`src/rtl/energy_monitor_pkg.sv`:
```
// energy_monitor_pkg: shared types and helpers for the energy monitor.
//   state_e     - control FSM states
//   cyc_cost_w  - width of a per-cycle summed cost
//   sat_add     - unsigned add clamped to all-ones of a given width (<= 64)
package energy_monitor_pkg;

  typedef enum logic [1:0] {IDLE, RUN, DRAIN} state_e;

  // A cycle sum of nb_ports costs needs clog2(nb_ports+1) extra bits.
  function automatic int cyc_cost_w(input int cost_w, input int nb_ports);
    return cost_w + $clog2(nb_ports + 1);
  endfunction

  // Operands are zero-extended into 64 bits; w selects the clamp width.
  function automatic logic [63:0] sat_add(input logic [63:0] a,
                                          input logic [63:0] b,
                                          input int unsigned w);
    logic [64:0] s;
    logic [64:0] m;
    s = {1'b0, a} + {1'b0, b};
    m = (65'd1 << w) - 65'd1;
    return (s > m) ? m[63:0] : s[63:0];
  endfunction

endpackage

```
`src/rtl/energy_monitor_sat_counter.sv`:
```
// sat_counter: saturating up-counter.
//   clk, rst  - clock, synchronous active-high reset
//   i_clr     - synchronous clear
//   i_en      - increment (ignored once the count is all-ones)
//   o_cnt     - current count
//   o_full    - count is all-ones
module sat_counter #(
  parameter int W = 32
) (
  input  logic         clk,
  input  logic         rst,
  input  logic         i_clr,
  input  logic         i_en,
  output logic [W-1:0] o_cnt,
  output logic         o_full
);

  logic [W-1:0] r_cnt;

  always_ff @(posedge clk) begin
    if (rst || i_clr)              r_cnt <= '0;
    else if (i_en && !(&r_cnt))    r_cnt <= r_cnt + W'(1);
  end

  assign o_cnt  = r_cnt;
  assign o_full = &r_cnt;

endmodule

```
`src/rtl/energy_monitor.sv`:
```
// energy_monitor: passive energy/activity accounting over NB_PORTS
// valid/ready streams.
//   clk, rst                      - clock, synchronous active-high reset
//   port_valid/ready/zero/cost    - tapped handshakes and per-port cost
//   window_len                    - window length in RUN cycles (0 = off)
//   start, stop, clear            - measurement control
//   running, done                 - status; done pulses with final totals
//   energy_total, saturated       - saturating total, sticky saturation
//   xfer_count, zero_count        - per-port nonzero / zero transfers
//   window_energy, window_valid   - per-window energy and its pulse
// Pipeline: s0 registers the sampled handshakes, s1 sums cycle cost and
// bumps counters, s2 accumulates energy and emits window/done pulses.
module energy_monitor
  import energy_monitor_pkg::*;
#(
  parameter int NB_PORTS     = 3,
  parameter int COST_WIDTH   = 8,
  parameter int ACC_WIDTH    = 48,  // sat_add limits this to 64
  parameter int CNT_WIDTH    = 32,
  parameter int WINDOW_WIDTH = 16
) (
  input  logic                                 clk,
  input  logic                                 rst,
  input  logic [NB_PORTS-1:0]                  port_valid,
  input  logic [NB_PORTS-1:0]                  port_ready,
  input  logic [NB_PORTS-1:0]                  port_zero,
  input  logic [NB_PORTS-1:0][COST_WIDTH-1:0]  port_cost,
  input  logic [WINDOW_WIDTH-1:0]              window_len,
  input  logic                                 start,
  input  logic                                 stop,
  input  logic                                 clear,
  output logic                                 running,
  output logic                                 done,
  output logic [ACC_WIDTH-1:0]                 energy_total,
  output logic                                 saturated,
  output logic [NB_PORTS-1:0][CNT_WIDTH-1:0]   xfer_count,
  output logic [NB_PORTS-1:0][CNT_WIDTH-1:0]   zero_count,
  output logic [ACC_WIDTH-1:0]                 window_energy,
  output logic                                 window_valid
);

  localparam int CCW = cyc_cost_w(COST_WIDTH, NB_PORTS);

  state_e                              r_state;
  logic                                r_running;
  logic [WINDOW_WIDTH-1:0]             r_win_len, r_win_cnt;
  logic [NB_PORTS-1:0]                 r_s0_fire, r_s0_zf;
  logic [NB_PORTS-1:0][COST_WIDTH-1:0] r_s0_cost;
  logic [1:0]                          r_wend_pipe, r_last_pipe;  // [0]=s0, [1]=s1
  logic [CCW-1:0]                      r_s1_cost, w_cyc;
  logic [ACC_WIDTH-1:0]                r_energy, r_win_acc, r_win_energy;
  logic [ACC_WIDTH-1:0]                w_e_sum, w_w_sum;
  logic                                r_sat, r_done, r_wv;
  logic [2*NB_PORTS-1:0]               w_full;
  logic                                w_flush, w_start_acc, w_restart;
  logic                                w_run, w_stop_acc, w_wend, w_win_on;
  logic [NB_PORTS-1:0]                 w_fire, w_zfire;

  assign w_flush     = rst | clear;
  assign w_start_acc = (r_state == IDLE) & start;
  assign w_restart   = w_flush | w_start_acc;
  assign w_run       = (r_state == RUN);
  assign w_stop_acc  = w_run & stop;
  assign w_win_on    = (r_win_len != '0);
  assign w_wend      = w_run & w_win_on & (r_win_cnt == r_win_len - WINDOW_WIDTH'(1));
  assign w_fire      = port_valid & port_ready & ~port_zero;
  assign w_zfire     = port_valid & port_ready & port_zero;

  // Control FSM; clear/rst abort without producing done.
  always_ff @(posedge clk) begin
    if (w_flush) begin
      r_state   <= IDLE;
      r_running <= 1'b0;
      r_win_len <= '0;
      r_win_cnt <= '0;
    end else begin
      case (r_state)
        IDLE: if (start) begin
          r_state   <= RUN;
          r_running <= 1'b1;
          r_win_len <= window_len;
          r_win_cnt <= '0;
        end
        RUN: begin
          r_win_cnt <= w_wend ? '0 : r_win_cnt + WINDOW_WIDTH'(1);
          if (stop) r_state <= DRAIN;
        end
        DRAIN: begin
          r_state   <= IDLE;
          r_running <= 1'b0;
        end
        default: r_state <= IDLE;
      endcase
    end
  end

  // s0: capture handshakes only while RUN; the stop cycle is tagged last.
  always_ff @(posedge clk) begin
    if (w_flush || !w_run) begin
      r_s0_fire      <= '0;
      r_s0_zf        <= '0;
      r_s0_cost      <= '0;
      r_wend_pipe[0] <= 1'b0;
      r_last_pipe[0] <= 1'b0;
    end else begin
      r_s0_fire      <= w_fire;
      r_s0_zf        <= w_zfire;
      for (int i = 0; i < NB_PORTS; i++)
        r_s0_cost[i] <= w_fire[i] ? port_cost[i] : '0;
      r_wend_pipe[0] <= w_wend;
      r_last_pipe[0] <= w_stop_acc;
    end
  end

  always_comb begin
    w_cyc = '0;
    for (int i = 0; i < NB_PORTS; i++)
      w_cyc = w_cyc + CCW'(r_s0_cost[i]);
  end

  // s1: registered cycle cost, tags follow.
  always_ff @(posedge clk) begin
    if (w_restart) begin
      r_s1_cost      <= '0;
      r_wend_pipe[1] <= 1'b0;
      r_last_pipe[1] <= 1'b0;
    end else begin
      r_s1_cost      <= w_cyc;
      r_wend_pipe[1] <= r_wend_pipe[0];
      r_last_pipe[1] <= r_last_pipe[0];
    end
  end

  for (genvar g = 0; g < NB_PORTS; g++) begin : g_cnt
    sat_counter #(.W(CNT_WIDTH)) u_xfer (
      .clk(clk), .rst(rst), .i_clr(clear | w_start_acc), .i_en(r_s0_fire[g]),
      .o_cnt(xfer_count[g]), .o_full(w_full[g])
    );
    sat_counter #(.W(CNT_WIDTH)) u_zero (
      .clk(clk), .rst(rst), .i_clr(clear | w_start_acc), .i_en(r_s0_zf[g]),
      .o_cnt(zero_count[g]), .o_full(w_full[NB_PORTS+g])
    );
  end

  assign w_e_sum = ACC_WIDTH'(sat_add(64'(r_energy),  64'(r_s1_cost), ACC_WIDTH));
  assign w_w_sum = ACC_WIDTH'(sat_add(64'(r_win_acc), 64'(r_s1_cost), ACC_WIDTH));

  // s2: accumulate; a window closes on its end tag, or on the last
  // sample of the run (partial window flushed alongside done).
  always_ff @(posedge clk) begin
    if (w_restart) begin
      r_energy     <= '0;
      r_win_acc    <= '0;
      r_win_energy <= '0;
      r_sat        <= 1'b0;
      r_done       <= 1'b0;
      r_wv         <= 1'b0;
    end else begin
      r_energy <= w_e_sum;
      r_sat    <= r_sat | (&w_e_sum) | (|w_full);
      r_done   <= r_last_pipe[1];
      if (r_wend_pipe[1] || (r_last_pipe[1] && w_win_on)) begin
        r_win_energy <= w_w_sum;
        r_win_acc    <= '0;
        r_wv         <= 1'b1;
      end else begin
        r_win_acc    <= w_w_sum;
        r_wv         <= 1'b0;
      end
    end
  end

  assign running       = r_running;
  assign done          = r_done;
  assign energy_total  = r_energy;
  assign saturated     = r_sat;
  assign window_energy = r_win_energy;
  assign window_valid  = r_wv;

endmodule
```
`config.mk`:
```
export PLATFORM = sky130hd
export DESIGN_NAME = energy_monitor
export DESIGN_NICKNAME = d
export VERILOG_FILES = /design/src/rtl/energy_monitor_pkg.sv /design/src/rtl/energy_monitor_sat_counter.sv /design/src/rtl/energy_monitor.sv
export SDC_FILE = /design/constraint.sdc
export NUM_CORES = 1
export LEC_CHECK = 0
export BUFFER_PORTS_ARGS = -buffer_cell sky130_fd_sc_hd__buf_2
export CAP_MARGIN = 20
export CORE_ASPECT_RATIO = 0.8
export CORE_MARGIN = 3
export CORE_UTILIZATION = 40
export DETAILED_ROUTE_END_ITERATION = 8
export PLACE_DENSITY = 0.61
export SETUP_SLACK_MARGIN = 0.05
export SYNTH_ARGS = -nofsm -noshare
export SYNTH_HDL_FRONTEND = slang
export SYNTH_SLANG_ARGS = --single-unit
```
`constraint.sdc`:
```
create_clock -name clk -period 4.5 [get_ports clk]
set_input_delay 0.45 -clock clk [delete_from_list [all_inputs] [get_ports clk]]
set_output_delay 0.45 -clock clk [all_outputs]
set_load 0.01 [all_outputs]
```
# Word level (Yosys, flattened, before mapping)
# Index checks and enable logic that the tools add are counted.
[totals]
ff_bits = 418
in_bits = 54
[op_classes]
magnitude_cmp = 2
n_addsub = 12
reduce_logical = 37
bitwise = 16
n_mux = 11
n_eq_ne = 5
[ops]
columns = ["cell", "n"]
rows = [
  ["32-bit by 1-bit adder with 32-bit output (second input constant)", 6],
  ["32-bit AND reduction", 6],
  ["48-bit by 10-bit adder with 49-bit output", 2],
  ["49-bit by 48-bit > comparator with 1-bit output (second input constant)", 2],
  ["48-bit 2-to-1 mux", 2],
  ["48-bit AND reduction", 1],
  ["16-bit 2-to-1 mux", 2],
  ["16-bit case mux with 2 select lines", 1],
  ["16-bit by 1-bit adder with 16-bit output (second input constant)", 1],
  ["16-bit equality test", 1],
  ["16-bit nonzero test", 1],
  ["16-bit by 1-bit subtractor with 16-bit output (second input constant)", 1],
  ["9-bit by 8-bit adder with 10-bit output", 1],
  ["8-bit by 8-bit adder with 9-bit output", 1],
  ["3-bit AND", 3],
  ["2-bit AND reduction", 4],
  ["2-bit OR reduction", 4],
  ["1-bit logical AND", 7],
  ["1-bit logical NOT", 7],
  ["6-bit OR reduction", 1],
  ["1-bit bitwise OR", 5],
  ["1-bit AND", 4],
  ["2-bit 2-to-1 mux", 2],
  ["2-bit inequality test (second input constant)", 2],
  ["10 further kinds", 16],
]

# Logic depth before layout (Yosys ltp)
[depth]
depth_word = 6
ltp_mapped = 13
mapped_depth_nobuf = 13

# Modules after synthesis
# Synthesis repeated with hierarchy kept, for this count alone.
[hier_totals]
cells_unflattened = 2436
area_unflattened_um2 = 20840.0
[modules_own_cells]
columns = ["mod", "instances", "seq_area_each_um2", "cells_each", "area_per_inst_um2"]
rows = [
  ["energy_monitor", 1, 4524.3, 1218, 10525.1],
  ["sat_counter", 6, 640.6, 203, 1719.1],
]

# Least setup slack after synthesis
# No wires, ideal clock.
[synth_path]
path_type = "register -> register"
startpoint = "register r_energy[0] (netlist: energy_total[0])"
endpoint = "register r_sat (netlist: saturated)"
path_slack_ps = 815
required_ps = 4433
stages_incl_launch_ff = 13
t_arrival_ps = 3618
cell_sequence = "dfxtp_1 > ha_1 > inv_1 > fa_1 > and2b_1 > o2111ai_2 > a21oi_4 > o211ai_2 > or4b_1 > or4b_1 > or4_1 > o41a_1 > o21ai_2"
[synth_between]
elab_chain_cells = 6
[synth_lines]
columns = ["element", "line", "text"]
rows = [
  ["from (decl)", "energy_monitor.sv:51", "logic [ACC_WIDTH-1:0] r_energy, r_win_acc, r_win_energy;"],
  ["from (signal assigned)", "energy_monitor.sv:159", "r_energy <= w_e_sum;"],
  ["48-bit by 10-bit adder with 49-bit output (*)", "energy_monitor_pkg.sv:20", "s = {1'b0, a} + {1'b0, b};"],
  ["49-bit by 48-bit > comparator with 1-bit output", "energy_monitor_pkg.sv:22", "return (s > m) ? m[63:0] : s[63:0];"],
  ["48-bit 2-to-1 mux (*)", "energy_monitor_pkg.sv:22", ""],
  ["48-bit AND reduction (*)", "energy_monitor.sv:160", "r_sat <= r_sat | (&w_e_sum) | (|w_full);"],
  ["1-bit bitwise OR (*) (2 in a row)", "energy_monitor.sv:160", ""],
  ["to (signal assigned)", "energy_monitor.sv:160", ""],
  ["to (decl)", "energy_monitor.sv:53", "logic r_sat, r_done, r_wv;"],
]
# Every way passes the cells marked *; elsewhere a longest branch is shown, timed or not.
# A chain may end at the register's enable or synchronous reset.

# Final worst setup path
[layout_path]
startpoint = "register r_s1_cost[0]"
endpoint = "register r_sat (netlist: saturated)"
[layout_between]
elab_chain_cells = 6
[layout_lines]
columns = ["element", "line", "text"]
rows = [
  ["from (decl)", "energy_monitor.sv:50", "logic [CCW-1:0] r_s1_cost, w_cyc;"],
  ["from (signal assigned)", "energy_monitor.sv:128", "r_s1_cost <= w_cyc;"],
  ["48-bit by 10-bit adder with 49-bit output (*)", "energy_monitor_pkg.sv:20", ""],
  ["49-bit by 48-bit > comparator with 1-bit output", "energy_monitor_pkg.sv:22", ""],
  ["48-bit 2-to-1 mux (*)", "energy_monitor_pkg.sv:22", ""],
  ["48-bit AND reduction (*)", "energy_monitor.sv:160", ""],
  ["1-bit bitwise OR (*) (2 in a row)", "energy_monitor.sv:160", ""],
]
# Marks and branches as above.

==> results_dict.tcl <==
set metrics [dict create \
    status "completed" \
    p_leak_nw 9.019 \
    final_cell_mix "dfxtp_1, buf_2, nor2_1" \
    cts-root-buf "clkbuf_16" \
    area_growth_pct 20.34 \
    final.setup.tns_ps 0 \
    io_pins 346 \
    reg2regPathDepth 12 \
    routed_wl_um 54470 \
    layout_commonest_cell "dfxtp_1" \
    multi_input_area_um2 10150 \
    worstSetupPathType "flop to flop" \
    cts_resized 0 \
    synth-xor-area-share_pct 12.18 \
    cts_buffers 45 \
    peakVddDrop_v 0.0003042 \
    min_delay_path_depth 2 \
    combPwrFrac_pct 2.4 \
    fmax_ghz 0.2534 \
    dieArea_um2 50130 \
    synthFlopType "dfxtp_1" \
    cellPowerDensity_nw_per_um2 332.3 \
    grt_pass1_vias 15980 \
    cts_hold_buf 0 \
    p_int_mw 5.924 \
    synthCells 2212 \
    drcViolationCount 0 \
    cts_setup_buffers 0 \
    async_flop_share_pct 0 \
    pwr-share-clk_pct 48.7 \
    crit_arrival_ps 4450 \
    synth_fa_ha_area_share_pct 3.466 \
    rr_endpoint "saturated" \
    drt_iter0_markers 902 \
    vias 16810 \
    via_per_inst 5.268 \
    cp.required_ps 5000 \
    finalSetupViolations 0 \
    path_clk_slew_ps 60 \
    ys_warn_count 0 \
    slew_headroom_pct 32.52 \
    worstMarginPinSlew_ps 1012 \
    hold_class "input port to flop" \
    overflow 0 \
    reg2reg_from "r_s1_cost[0]" \
    drive_above_1_share_pct 18.29 \
    regArea_um2 8368 \
    synth-compound-area-share_pct 10.43 \
    insertion_delay_ps 580 \
    holdCritStartpoint "port_cost[7]" \
    sw_frac_of_total_pct 21.97 \
    switchingPower_mw 1.668 \
    grt_usage_pct 21.07 \
    rrSetupSlack_ps 550 \
    grt_start_max_net_pins 79 \
    fin_skew_ps 12.16 \
    muxShareOfSynthArea_pct 1.219 \
    fin_crit_sh_pct 87.68 \
    hpwl_um 40410 \
    chipWidth_um 249.6 \
    drt-pass1-iter-count 5 \
    synth_top_family_by_area "simple AND/OR/NAND/NOR gates" \
    grt_pass1_wl_um 87180 \
    cts_tree "yes" \
    cp-start-kind "flop" \
    yosysSeqAreaShare_pct 44.07 \
    synthSimpleGateAreaFrac_pct 26.01 \
    antenna_found_initial 10 \
    final_util_pct 49.31 \
    min_period_ps 3946 \
    cts.sinks 418 \
    cp_max_fo 9 \
    fillCellCount 4436 \
    drv_cap 0 \
    rows 70 \
    syn_avg_cell_area_um2 8.584 \
    endpoint_kind "flop" \
    initial_core_util_pct 40.98 \
    final_nets 2642 \
    clock_path_buffers 3 \
    drv_slew 0 \
    gp_congestion 0.8949 \
    rsz0062_at_grt "no" \
    wl_per_cell_um 17.07 \
    synth_area_um2 18990 \
    hold_end "r_s0_cost[7]" \
    coreArea_um2 46330 \
    synth-edff-count 0 \
    antenna_left 0 \
    syn_nets 2312 \
    ys_types 79 \
    p_seq_share_pct 48.9 \
    die_y_um 200.9 \
    final-hold-violation-count 0 \
    port_buffers 345 \
    cts_max_level 2 \
    ys_seq_elements 418 \
]
cell type report:
class	instances	area share, %
multi-input combinational	1662	44.41
sequential	418	36.62
timing repair buffer	365	8.324
clock buffer	65	5.788
tap	612	3.351
inverter	50	0.8214
clock inverter	15	0.6407
antenna	4	0.04381
kinds of logic (layout without fill, tap and decap cells):
group | after synthesis | count (layout)
xor gates and xnor gates | 264 | 264
DFF | 418 | 418
muxes | 23 | 23
adders and majority gates | 46 | 46
AOI/OAI and AO/OA | 337 | 337
buffers and inverters | 132 | 495
other | 0 | 4
and+or+nand+nor | 992 | 992
flip-flops by register name (all words and copies together) (netlist names):
| signal | cells |
|---|---|
| done | 1 |
| energy_total | 48 |
| g_cnt.u_xfer.o_cnt | 96 |
| g_cnt.u_zero.o_cnt | 96 |
| r_last_pipe | 2 |
| r_s0_cost | 24 |
| r_s0_fire | 3 |
| r_s0_zf | 3 |
| r_s1_cost | 10 |
| r_state | 2 |
| r_wend_pipe | 2 |
| r_win_acc | 48 |
| r_win_cnt | 16 |
| r_win_len | 16 |
| running | 1 |
| saturated | 1 |
| window_energy | 48 |
| window_valid | 1 |
layer usage:
layer  vias to the layer above  GRT usage (%)  share of wire [%]
li1                       8317              -                  -
met1                      7960          28.06                 45
met2                       422          33.04                 45
met3                       102          5.920                6.9
met4                        10          6.897                2.9
met5                         -              0               0.14
through the flow:
| step | worst slack (ps) | hold slack, ps | power, mW | instances | instance area [um2] |
|---|---|---|---|---|---|
| 6_report | 554.2 | 73.49 | 7.593 | 3191 | 22850 |
| 3_3_place_gp | 655.0 | 410.6 | 3.975 | 3106 | 21350 |
| 3_5_place_dp | 585.9 | 422.2 | 3.978 | 3106 | 21350 |
| 5_1_grt | 405.2 | 53.92 | 7.860 | 3187 | 22840 |
| 4_1_cts | 572.9 | 41.77 | 7.685 | 3186 | 22820 |
| 2_1_floorplan | 815.1 | 405.7 | 3.910 | 2212 | 18990 |
power groups by stage:
stage	logic, mW	clock network, mW	registers, mW
4_1_cts	0.182	3.79	3.71
2_1_floorplan	0.116	0	3.79
6_report	0.180	3.70	3.72
3_5_place_dp	0.181	0	3.80
3_3_place_gp	0.178	0	3.80
5_1_grt	0.201	3.95	3.71
how the worst max path moves through the flow:
| stage | startpoint | endpoint | slack, ps | depth (start not counted) |
|---|---|---|---|---|
| 2_1_floorplan | energy_total[0] | saturated | 820 | 12 |
| 3_3_place_gp | r_s1_cost[0] | saturated | 660 | 12 |
| 3_5_place_dp | r_s1_cost[0] | saturated | 590 | 12 |
| 4_1_cts | r_s1_cost[0] | saturated | 570 | 12 |
| 5_1_grt | r_s1_cost[0] | saturated | 410 | 12 |
| 6_report | r_s1_cost[0] | saturated | 550 | 12 |
synth_stat cells (50+ instances only):
cell type,number,area (um2)
xor2_1,155,1358
nor2_1,325,1220
inv_1,50,187.7
a21oi_1,173,865.8
nand2_1,174,653.1
xnor2_1,109,954.7
o21ai_0,76,380.4
and3_1,58,362.9
and2_1,50,312.8
nand3_1,110,550.5
nand4_1,65,406.6
dfxtp_1,418,8368
clkbuf_1,76,285.3
worst max-delay path: stages, from the launching register on:
cell,delay (ps)
dfxtp_1,340
ha_1,170
inv_1,60
fa_1,390
and2b_1,250
o2111ai_2,190
a21oi_4,320
o211ai_2,130
or4b_1,530
or4b_1,470
or4_1,530
o41a_1,400
o21ai_2,110
No activity file was read; power rests on OpenSTA's default activity.
